**src/rtl/game_timing_pkg.sv**
```systemverilog
// game_timing_pkg: shared state encoding and defaults
// for the game-tick round timer.
package game_timing_pkg;

  typedef enum logic [1:0] {
    IDLE,
    RUN,
    PAUSED,
    DONE
  } state_t;

  localparam int TPS_DEF   = 40;
  localparam int RSECS_DEF = 60;
  localparam int OVR_W     = 8;

  // Tens digit of a 0..99 constant, by comparison only.
  function automatic logic [3:0] bcd_tens(
    input int v
  );
    logic [3:0] t;
    t = '0;
    for (int i = 1; i < 10; i++) begin
      if (v >= i * 10) t = 4'(i);
    end
    return t;
  endfunction

  // Ones digit of a 0..99 constant.
  function automatic logic [3:0] bcd_ones(
    input int v
  );
    int t;
    t = int'(bcd_tens(v));
    return 4'(v - 10 * t);
  endfunction

endpackage

```
**src/rtl/bcd2_down_counter.sv**
```systemverilog
// bcd2_down_counter: two-digit loadable BCD
// down counter, holds at 00.
module bcd2_down_counter (
  input  logic       clk,
  input  logic       rst_n,
  input  logic       load,
  input  logic [3:0] load_tens,
  input  logic [3:0] load_ones,
  input  logic       dec,
  output logic [3:0] tens,
  output logic [3:0] ones,
  output logic       zero
);

  assign zero = (tens == 4'd0) &&
                (ones == 4'd0);

  // Load wins; decrement borrows ones 0->9 from tens.
  always_ff @(posedge clk or negedge rst_n) begin
    if (!rst_n) begin
      tens <= 4'd0;
      ones <= 4'd0;
    end else if (load) begin
      tens <= load_tens;
      ones <= load_ones;
    end else if (dec && !zero) begin
      if (ones == 4'd0) begin
        ones <= 4'd9;
        tens <= tens - 4'd1;
      end else begin
        ones <= ones - 4'd1;
      end
    end
  end

endmodule

```
**src/rtl/game_tick_timer.sv**
```systemverilog
// game_tick_timer: turns the game tick strobe into
// round timekeeping and a per-tick step handshake.
module game_tick_timer
  import game_timing_pkg::*;
#(
  parameter int TICKS_PER_SEC = TPS_DEF,
  parameter int ROUND_SECS    = RSECS_DEF
) (
  input  logic             clk,
  input  logic             rst_n,
  input  logic             tick,
  input  logic             start,
  input  logic             pause,
  output logic             step_req,
  input  logic             step_ack,
  output logic [OVR_W-1:0] overrun_cnt,
  output logic [6:0]       secs_left,
  output logic [3:0]       secs_tens,
  output logic [3:0]       secs_ones,
  output logic             running,
  output logic             time_up
);

  localparam logic [7:0] SUB_LAST =
    8'(TICKS_PER_SEC - 1);
  localparam logic [6:0] SECS_LOAD =
    7'(ROUND_SECS);
  localparam logic [3:0] LOAD_T =
    bcd_tens(ROUND_SECS);
  localparam logic [3:0] LOAD_O =
    bcd_ones(ROUND_SECS);

  state_t     state;
  logic [7:0] sub_cnt;
  logic       accept;
  logic       wrap;
  logic       last;
  logic       go_pause;
  logic       go_resume;
  logic       bcd_zero;
  logic       bcd_dec;

  // start overrides everything, so the FSM
  // branches below are mutually exclusive.
  assign accept = (state == RUN) && tick &&
                  !pause && !start;
  assign wrap   = accept &&
                  (sub_cnt == SUB_LAST);
  assign last   = wrap &&
                  (secs_left == 7'd1);
  assign go_pause  = !start &&
                     (state == RUN) && pause;
  assign go_resume = !start &&
                     (state == PAUSED) && !pause;
  assign bcd_dec   = wrap && !bcd_zero;

  // Round FSM with sub-tick and binary seconds.
  always_ff @(posedge clk or negedge rst_n) begin
    if (!rst_n) begin
      state     <= IDLE;
      running   <= 1'b0;
      time_up   <= 1'b0;
      sub_cnt   <= 8'd0;
      secs_left <= 7'd0;
    end else begin
      time_up <= 1'b0;
      unique case (1'b1)
        start: begin
          state     <= RUN;
          running   <= 1'b1;
          sub_cnt   <= 8'd0;
          secs_left <= SECS_LOAD;
        end
        go_pause: begin
          state   <= PAUSED;
          running <= 1'b0;
        end
        go_resume: begin
          state   <= RUN;
          running <= 1'b1;
        end
        accept: begin
          if (wrap) begin
            sub_cnt   <= 8'd0;
            secs_left <= secs_left - 7'd1;
          end else begin
            sub_cnt <= sub_cnt + 8'd1;
          end
          if (last) begin
            state   <= DONE;
            running <= 1'b0;
            time_up <= 1'b1;
          end
        end
        default: ;
      endcase
    end
  end

  // Step request per accepted tick; unconsumed
  // requests at the next tick count as overruns.
  always_ff @(posedge clk or negedge rst_n) begin
    if (!rst_n) begin
      step_req    <= 1'b0;
      overrun_cnt <= '0;
    end else if (start) begin
      step_req    <= 1'b0;
      overrun_cnt <= '0;
    end else if (accept) begin
      step_req <= 1'b1;
      if (step_req && !step_ack &&
          (overrun_cnt != '1)) begin
        overrun_cnt <= overrun_cnt + 1'b1;
      end
    end else if (step_req && step_ack) begin
      step_req <= 1'b0;
    end
  end

  bcd2_down_counter u_secs_bcd (
    .clk       (clk),
    .rst_n     (rst_n),
    .load      (start),
    .load_tens (LOAD_T),
    .load_ones (LOAD_O),
    .dec       (bcd_dec),
    .tens      (secs_tens),
    .ones      (secs_ones),
    .zero      (bcd_zero)
  );

endmodule

```
**config.mk**
```make
export PLATFORM = sky130hd
export DESIGN_NAME = game_tick_timer
export DESIGN_NICKNAME = d
export VERILOG_FILES = /design/src/rtl/game_timing_pkg.sv /design/src/rtl/bcd2_down_counter.sv /design/src/rtl/game_tick_timer.sv
export SDC_FILE = /design/constraint.sdc
export NUM_CORES = 1
export LEC_CHECK = 0
export CORE_AREA = 2 2 67 69
export DETAILED_ROUTE_END_ITERATION = 12
export DIE_AREA = 0 0 69 71
export HOLD_SLACK_MARGIN = 0.15
export PLACE_DENSITY = 0.73
export SLEW_MARGIN = 20
export SYNTH_ARGS = -nofsm -noshare
export SYNTH_HDL_FRONTEND = slang
export SYNTH_SLANG_ARGS = --single-unit
```
**constraint.sdc**
```tcl
create_clock -name clk -period 3.7 [get_ports clk]
set_input_delay 1.11 -clock clk [delete_from_list [all_inputs] [get_ports clk]]
set_output_delay 1.11 -clock clk [all_outputs]
set_load 0.1 [all_outputs]
```
Word level (Yosys, flattened, before mapping)
Index checks and enable logic that the tools add are counted.

storage, ports and cells
  flip-flop bits (word level) = 36
  input port bits = 6
  output and inout bits = 26
  logic and storage cells = 75

operators by class
  add/subtract/negate cells = 5
  equality and inequality tests = 7
  mux-type cells = 22
  reduce and logical (&&, ||, !) cells = 32

operator list
  cell                                                   count
  2-to-1 mux 8 bit                                       4
  2-to-1 mux 4 bit                                       6
  adder 8 x 1 -> 8 bit, second input constant            2
  one-hot mux 8 bit (2 select lines)                     1
  logical AND 1 bit                                      15
  one-hot mux 7 bit (2 select lines)                     1
  equality test 8 x 6 -> 1 bit, second input constant    1
  zero test 4 bit                                        2
  inequality test 8 bit, second input constant           1
  AND reduction 2 bit                                    4
  nonzero test 2 bit                                     4
  subtractor 4 x 1 -> 4 bit, second input constant       2
  equality test 7 x 1 -> 1 bit, second input constant    1
  2-to-1 mux 7 bit                                       1
  subtractor 7 x 1 -> 7 bit, second input constant       1
  2-to-1 mux 1 bit                                       6
  one-hot mux 2 bit (3 select lines)                     1
  nonzero test 3 bit                                     2
  zero test 1 bit                                        4
  inequality test 2 x 1 -> 1 bit, second input constant  2
  one-hot mux 1 bit (3 select lines)                     1
  equality test 2 x 1 -> 1 bit, second input constant    1
  equality test 2 bit, second input constant             1
  2-to-1 mux 2 bit                                       1
  OR reduction 2 bit                                     1

Depth between registers and ports, before layout
Gate-level depths: netlist of run 1.

  depth in word-level cells = 9
  mapped depth = 7
  mapped depth without buffers = 6

Hierarchy
From an unflattened synthesis of run 1, not the netlist that was laid out.

unflattened totals
  cell total of the unflattened synthesis = 209
  area total of the unflattened synthesis = 2029.4 um^2

by module, submodules not included
  module             instances  cells an instance  area each (um^2)  seq. area each (um^2)
  game_tick_timer    1          151                1517.7            700.7
  bcd2_down_counter  1          58                 511.7             200.2

Worst setup path before layout of run 1
OpenSTA, ideal clock, no wires.

  kind = input -> register
  from = input port pause
  to = register overrun_cnt[6]
  library setup time = 78 ps
  data arrival time = 2278 ps
  required time = 3622 ps
  path slack = 1344 ps
  stages = 5
  cells stage by stage = and4bb_2 buf_4 o211ai_1 or4_1 a21oi_1

on the way
  word-level cells in the longest chain between the ends = 5

RTL lines
  what                           RTL line                source
  start: declaration             game_tick_timer.sv:13   input logic pause,
  zero test 1 bit                game_tick_timer.sv:46   !pause && !start;
  logical AND 1 bit              game_tick_timer.sv:45   assign accept = (state == RUN) && tick &&
  logical AND 1 bit              game_tick_timer.sv:46
  nonzero test 2 bit (no line)   -
  AND reduction 2 bit (no line)  -
  end signal: assignment         game_tick_timer.sv:113  overrun_cnt <= overrun_cnt + 1'b1;
  end: declaration               game_tick_timer.sv:16   output logic [OVR_W-1:0] overrun_cnt,

No other way between the ends.
A chain may end at the register's enable or synchronous reset.

Worst setup path in the final report of run 1
Same ends and word-level chain as after synthesis.

==> metrics.yaml, run 1 <==
setup_path:
  cp.arrival_ps: 2990
  cp-start-kind: "input port"
  path_cells: "clkdlybuf4s50_1 > and4bb_2 > o211ai_1 > or4_1 > a21oi_1"
  worstSetupEndpointType: "flip-flop"
  required_ps: 3920
  worstPathMaxFanout: 10
  crit_type: "input port to flip-flop"
  r2r-start: "u_secs_bcd.ones[0]$_DFFE_PN0P_"
  slowest_delay_ps: 500
  cp-startpoint: "pause"
  slowest_stage: "and4bb_2"
drt:
  drc: 0
  antenna_left: 0
  routed_wirelength_um: 4244
  drtIter0Drc: 44
  drt_pass1_iterations: 4
  vias: 1654
  wl_per_cell_um: 14.74
  viasPerCell: 5.743
clocking:
  cts_buffers: 5
  cts_root_buf: "clkbuf_8"
  post_cts.repair.setup_buffers: 0
  max-clock-path-buffers: 2
  ctsHoldBuffers: 0
  clk_pin_slew_ps: 70
  cts.repair.resized: 0
  ctsHtreeMaxLevel: 2
  cts_tree: "done"
  cts.sinks: 36
  clock_latency_ps: 290
floorplanning:
  design.die.area_mm2: 0.004899
  num_rows: 24
  start_util_pct: 48.07
  die_x_um: 69
  core_area_mm2: 0.004204
  io_pins: 32
  die_h_um: 71
status:
  outcome: "finished clean"
global_routing:
  grt_usage_pct: 19.04
  grt_overflow: 0
  antenna_found_initial: 0
  grt_pass1_wl_um: 7403
  grt_pass1_vias: 1581
  grt_max_degree: 37
power:
  power_density_mw_per_mm2: 318.8
  p_int_uw: 582.2
  p_sw_uw: 184.7
  p_seq_share_pct: 52.7
  clockPowerShare_pct: 39.4
  vdd_drop_max_mv: 0.2731
  comb_power_share_pct: 7.9
  swShare_pct: 24.09
  p_total_uw: 766.9
  p_leak_nw: 1.033
placed_design:
  portBuffers: 31
  place_hpwl_um: 3072
  gp_congestion: 0.7964
  dp_cells: 281
synth:
  ys_seq_area_share_pct: 44.58
  ys_types: 57
  syn_area_mm2: 0.002021
  ys.flop_type: "dfrtp_1"
  synthCells: 201
  syn_nets: 215
  synth_warnings: 0
  syn_area_per_cell_um2: 10.05
  synthArstFlopShare_pct: 100.0
  ys_seq_elements: 36
  synth_edf_count: 0
sta:
  period_share_pct: 74.94
  tightest_slew_ps: 654.4
  final_hold_viol_count: 0
  setup_viol: 0
  rsz0062_at_grt: "no"
  timing.fmax_mhz: 360.6
  period_minus_slack_ps: 2773
  finalMaxSlewViolations: 0
  whs_ps: 549.4
  finalSetupTns_ps: 0
  slew_headroom_pct: 56.28
  skew_ps: 2.985
cells_and_area:
  n_antenna_cell: 0
  syn2layout_area_growth_pct: 19.07
  nets: 250
  fin_util_pct: 57.23
  drive_gt1_share_pct: 21.61
  fill_cells: 389
  fin_cells: 288
hold_path:
  hold_class: "flip-flop to flip-flop"
  hold_start: "sub_cnt[7]$_DFFE_PN0P_"
flow_run:
  cap_violations: 0
-- final cells by class --
cell class	count	area [um^2]	share of cell area (%)
repair buffers	34	267.8	11.13
flip-flops and latches	36	900.9	37.44
multi-input cells	150	1042	43.32
well taps	52	65.06	2.704
inverters	9	33.78	1.404
clock buffers	7	96.34	4.004
-- synthesized netlist by cell type, types with 2 or more instances --
master     instances  area, um^2
a21o_2             2       17.52
and3_1             2       12.51
xor2_1             6       52.55
nor2b_1            4       25.02
a21oi_1           10       50.05
nand2_1           12       45.04
nand4_1            5       31.28
clkbuf_1           2       7.510
a22o_1             3       26.28
o21ai_0            8       40.04
nor2_1            21       78.83
o31ai_1            2       15.01
o2111ai_1          2       17.52
a211oi_1           2       15.01
xnor2_1            2       17.52
o41ai_1            2       17.52
mux2i_1            2       20.02
nand3_1           10       50.05
nor4_1             3       18.77
a31oi_1            4       25.02
nand2b_1           2       12.51
mux2_2             2       22.52
nor3_1             4       20.02
dfrtp_1           36       900.9
or4_1              2       15.01
or3_1              4       25.02
ha_1               8       100.1
inv_1              8       30.03
o211ai_1           2       15.01
nor3b_1            2       15.01
-- critical path, delay by kind of cell --
family	cells	cell delay, ps
compound gates	2	430
simple gates	2	970
buf+inv	1	480
-- per-stage QoR --
step	setup slack [ps]	instance area [um^2]
final	927.2	2406
after global routing	836.1	2406
after CTS	936.3	2406
after detailed placement	638.6	2310
after global placement	704.0	2310
after floorplan	1344	2021
-- power groups by stage --
stage	registers [mW]	clock network, mW	logic (mW)
2_1_floorplan	0.424	0	0.0230
4_1_cts	0.404	0.313	0.0619
6_report	0.404	0.302	0.0608
3_3_place_gp	0.411	0	0.0615
5_1_grt	0.405	0.327	0.0672
3_5_place_dp	0.412	0	0.0617
-- worst paths after layout --
path                                             endpoint  slack (ps)  cells past startpoint
setup / recovery               overrun_cnt[6]$_DFFE_PN0P_         930                      5
hold / removal                     sub_cnt[7]$_DFFE_PN0P_         550                      1
setup reg to reg           u_secs_bcd.ones[1]$_DFFE_PN0P_        1640                      6
hold reg to reg                    sub_cnt[7]$_DFFE_PN0P_         550                      1
max in group asynchronous          sub_cnt[3]$_DFFE_PN0P_        2140                      2
min in group asynchronous  u_secs_bcd.ones[0]$_DFFE_PN0P_        1250                      2
-- cell usage in the layout (no fill, tap or decap), types with 3 or more instances in the layout --
master	netlist	routed
nor2_1	21	21
buf_4	1	29
or3_1	4	4
nor4_1	3	3
o21ai_0	8	8
dfrtp_1	36	36
inv_1	8	8
nand3_1	10	10
clkdlybuf4s50_1	0	5
nand4_1	5	5
ha_1	8	8
xor2_1	6	6
nor2b_1	4	4
nand2_1	12	12
nor3_1	4	4
a21oi_1	10	10
a31oi_1	4	4
clkbuf_8	0	7
a22o_1	3	3
-- logic make-up (layout without fill, tap and decap cells) --
group	Yosys count	after routing	share of synthesized area, %
mux	5	5	2.662
buf+inv	15	50	3.839
fa+ha+maj	8	8	4.954
simple gates	84	84	24.71
flops	36	36	44.58
xor+xnor	8	8	3.468
compound gates	45	45	15.79
-- metal layers --
metal / wire length (um) / track usage (%) / vias up
met5: 0 / 0 / -
li1: - / - / 814
met2: 2047 / 31.09 / 35
met4: 59 / 8.497 / 0
met3: 190 / 5.840 / 6
met1: 1946 / 23.37 / 799
-- sequential cells by signal, summed over array words and instances, names as in the netlist --
signal	cells
running	1
step_req	1
time_up	1
state	2
secs_left	7
u_secs_bcd.tens	4
overrun_cnt	8
sub_cnt	8
u_secs_bcd.ones	4
No activity file was read; power rests on OpenSTA's default activity.
==> run 2, diff against run 1 <==
Clock period 3.7 ns to 2.8 ns, I/O delays scaled along.
==> run 2 against run 1 <==
Effect of this change:
- first-iteration DRC count increased to 2.7 times the previous value
- register-to-register slack got worse by 800 ps
- flip-flop and latch count unchanged
- critical path depth unchanged
- critical endpoint is now secs_left[6]$_DFFE_PN0P_
==> metrics.yaml, run 2 (synthesis results as in run 1) <==
status:
  outcome: "finished clean"
hold_path:
  hold_depth: 1
  hold_class: "flip-flop to flip-flop"
  whs_endpoint: "sub_cnt[7]$_DFFE_PN0P_"
  hold_start: "sub_cnt[7]$_DFFE_PN0P_"
floorplanning:
  design.die.area_mm2: 0.004899
  num_rows: 24
  die_x_um: 69
  io_pins: 32
  die_h_um: 71
  start_util_pct: 48.07
  core_area_mm2: 0.004204
cells_and_area:
  n_antenna_cell: 0
  fin_util_pct: 57.68
  drive_gt1_share_pct: 22.82
  fill_cells: 398
  layout_commonest_cell: "dfrtp_1"
  top_regs: "overrun_cnt x8, sub_cnt x8, secs_left x7"
  syn2layout_area_growth_pct: 20.00
  fin_cells: 293
  mostFrequentLayoutCells: "dfrtp_1, buf_4, nor2_1, nand2_1"
  stdcell_area_mm2: 0.002425
  nets: 255
sta:
  slew_headroom_pct: 64.83
  layout_setup_ws_ps: 418.3
  final_hold_viol_count: 0
  setup_viol: 0
  rsz0062_at_grt: "no"
  whs_ps: 551.8
  period_minus_slack_ps: 2382
  skew_ps: 11.62
  finalMaxSlewViolations: 0
  period_share_pct: 85.06
  timing.fmax_mhz: 419.9
  finalSetupTns_ps: 0
  tightest_slew_ps: 525.3
setup_path:
  cp.arrival_ps: 2550
  cp-start-kind: "input port"
  r2r_end: "secs_left[6]$_DFFE_PN0P_"
  required_ps: 2970
  rrSetupSlack_ps: 840
  reg2regPathDepth: 4
  slowest_stage: "clkdlybuf4s50_1"
  r2r-start: "sub_cnt[4]$_DFFE_PN0P_"
  crit_buf_inv: 1
  worstSetupEndpointType: "flip-flop"
  crit_family: "simple AND/OR/NAND/NOR gates"
  slowest_delay_ps: 480
  worstPathMaxFanout: 8
  path_cells: "clkdlybuf4s50_1 > and4bb_2 > nand3_4 > nor4_1 > mux2_1"
  crit_type: "input port to flip-flop"
clocking:
  post_cts.repair.setup_buffers: 0
  max-clock-path-buffers: 2
  clk_pin_slew_ps: 70
  ctsHoldBuffers: 0
  clock_latency_ps: 290
  cts_buffers: 5
  cts.sinks: 36
  cts.repair.resized: 0
  cts_tree: "done"
  cts_root_buf: "clkbuf_8"
  ctsHtreeMaxLevel: 2
global_routing:
  grt_pass1_wl_um: 7472
  grt_max_degree: 37
  grt_pass1_vias: 1600
  grt_overflow: 0
  antenna_found_initial: 0
  grt_usage_pct: 18.85
drt:
  drc: 0
  wl_per_cell_um: 14.57
  vias: 1653
  viasPerCell: 5.642
  drt_pass1_iterations: 4
  routed_wirelength_um: 4269
  antenna_left: 0
  drtIter0Drc: 117
placed_design:
  placed_area_mm2: 0.002347
  gp_congestion: 0.8288
  portBuffers: 31
  place_ws_ps: 129.4
  place_hpwl_um: 3115
  dp_cells: 286
power:
  p_leak_nw: 1.047
  power_density_mw_per_mm2: 397.1
  p_total_uw: 963.0
  vdd_drop_max_mv: 0.2739
flow_run:
  cap_violations: 0
==> run 2: cell types whose count changed in the layout (fill, tap and decap cells not counted) <==
cell      change
clkbuf_1      +1
clkinv_2      +1
clkbuf_8      -2
buf_4         +5
==> run 2: power breakdown <==
part | switching, mW | leakage, nW | internal, mW
clock | 0.176 | 0.0410 | 0.169
combinational | 0.0572 | 0.543 | 0.0269
sequential | 0.00769 | 0.463 | 0.526
==> run 2: how the worst max path moves through the flow <==
| stage | startpoint | cells after the start | to |
|---|---|---|---|
| 2_1_floorplan | overrun_cnt[0]$_DFFE_PN0P_ | 5 | overrun_cnt[1]$_DFFE_PN0P_ |
| 3_3_place_gp | pause | 5 | secs_left[6]$_DFFE_PN0P_ |
| 3_5_place_dp | pause | 5 | secs_left[6]$_DFFE_PN0P_ |
| 4_1_cts | pause | 5 | secs_left[6]$_DFFE_PN0P_ |
| 5_1_grt | pause | 5 | secs_left[6]$_DFFE_PN0P_ |
| 6_report | pause | 5 | secs_left[6]$_DFFE_PN0P_ |
==> run 2: layout make-up <==
| type | count | area, um^2 | area share, % |
|---|---|---|---|
| Clock buffer | 6 | 72.57 | 2.993 |
| Clock inverter | 1 | 5.005 | 0.2064 |
| Inverter | 9 | 33.78 | 1.393 |
| Multi-Input combinational cell | 150 | 1042 | 42.98 |
| Sequential cell | 36 | 900.9 | 37.15 |
| Tap cell | 52 | 65.06 | 2.683 |
| Timing Repair Buffer | 39 | 305.3 | 12.59 |
==> run 2: metal layers <==
layer  vias up  global-route usage (%)  wire, um
met5         -                       0         0
met4         0                   4.575        36
met3         4                   4.843       164
met2        34                   31.20      2019
met1       795                   24.93      2048
li1        820                       -         -
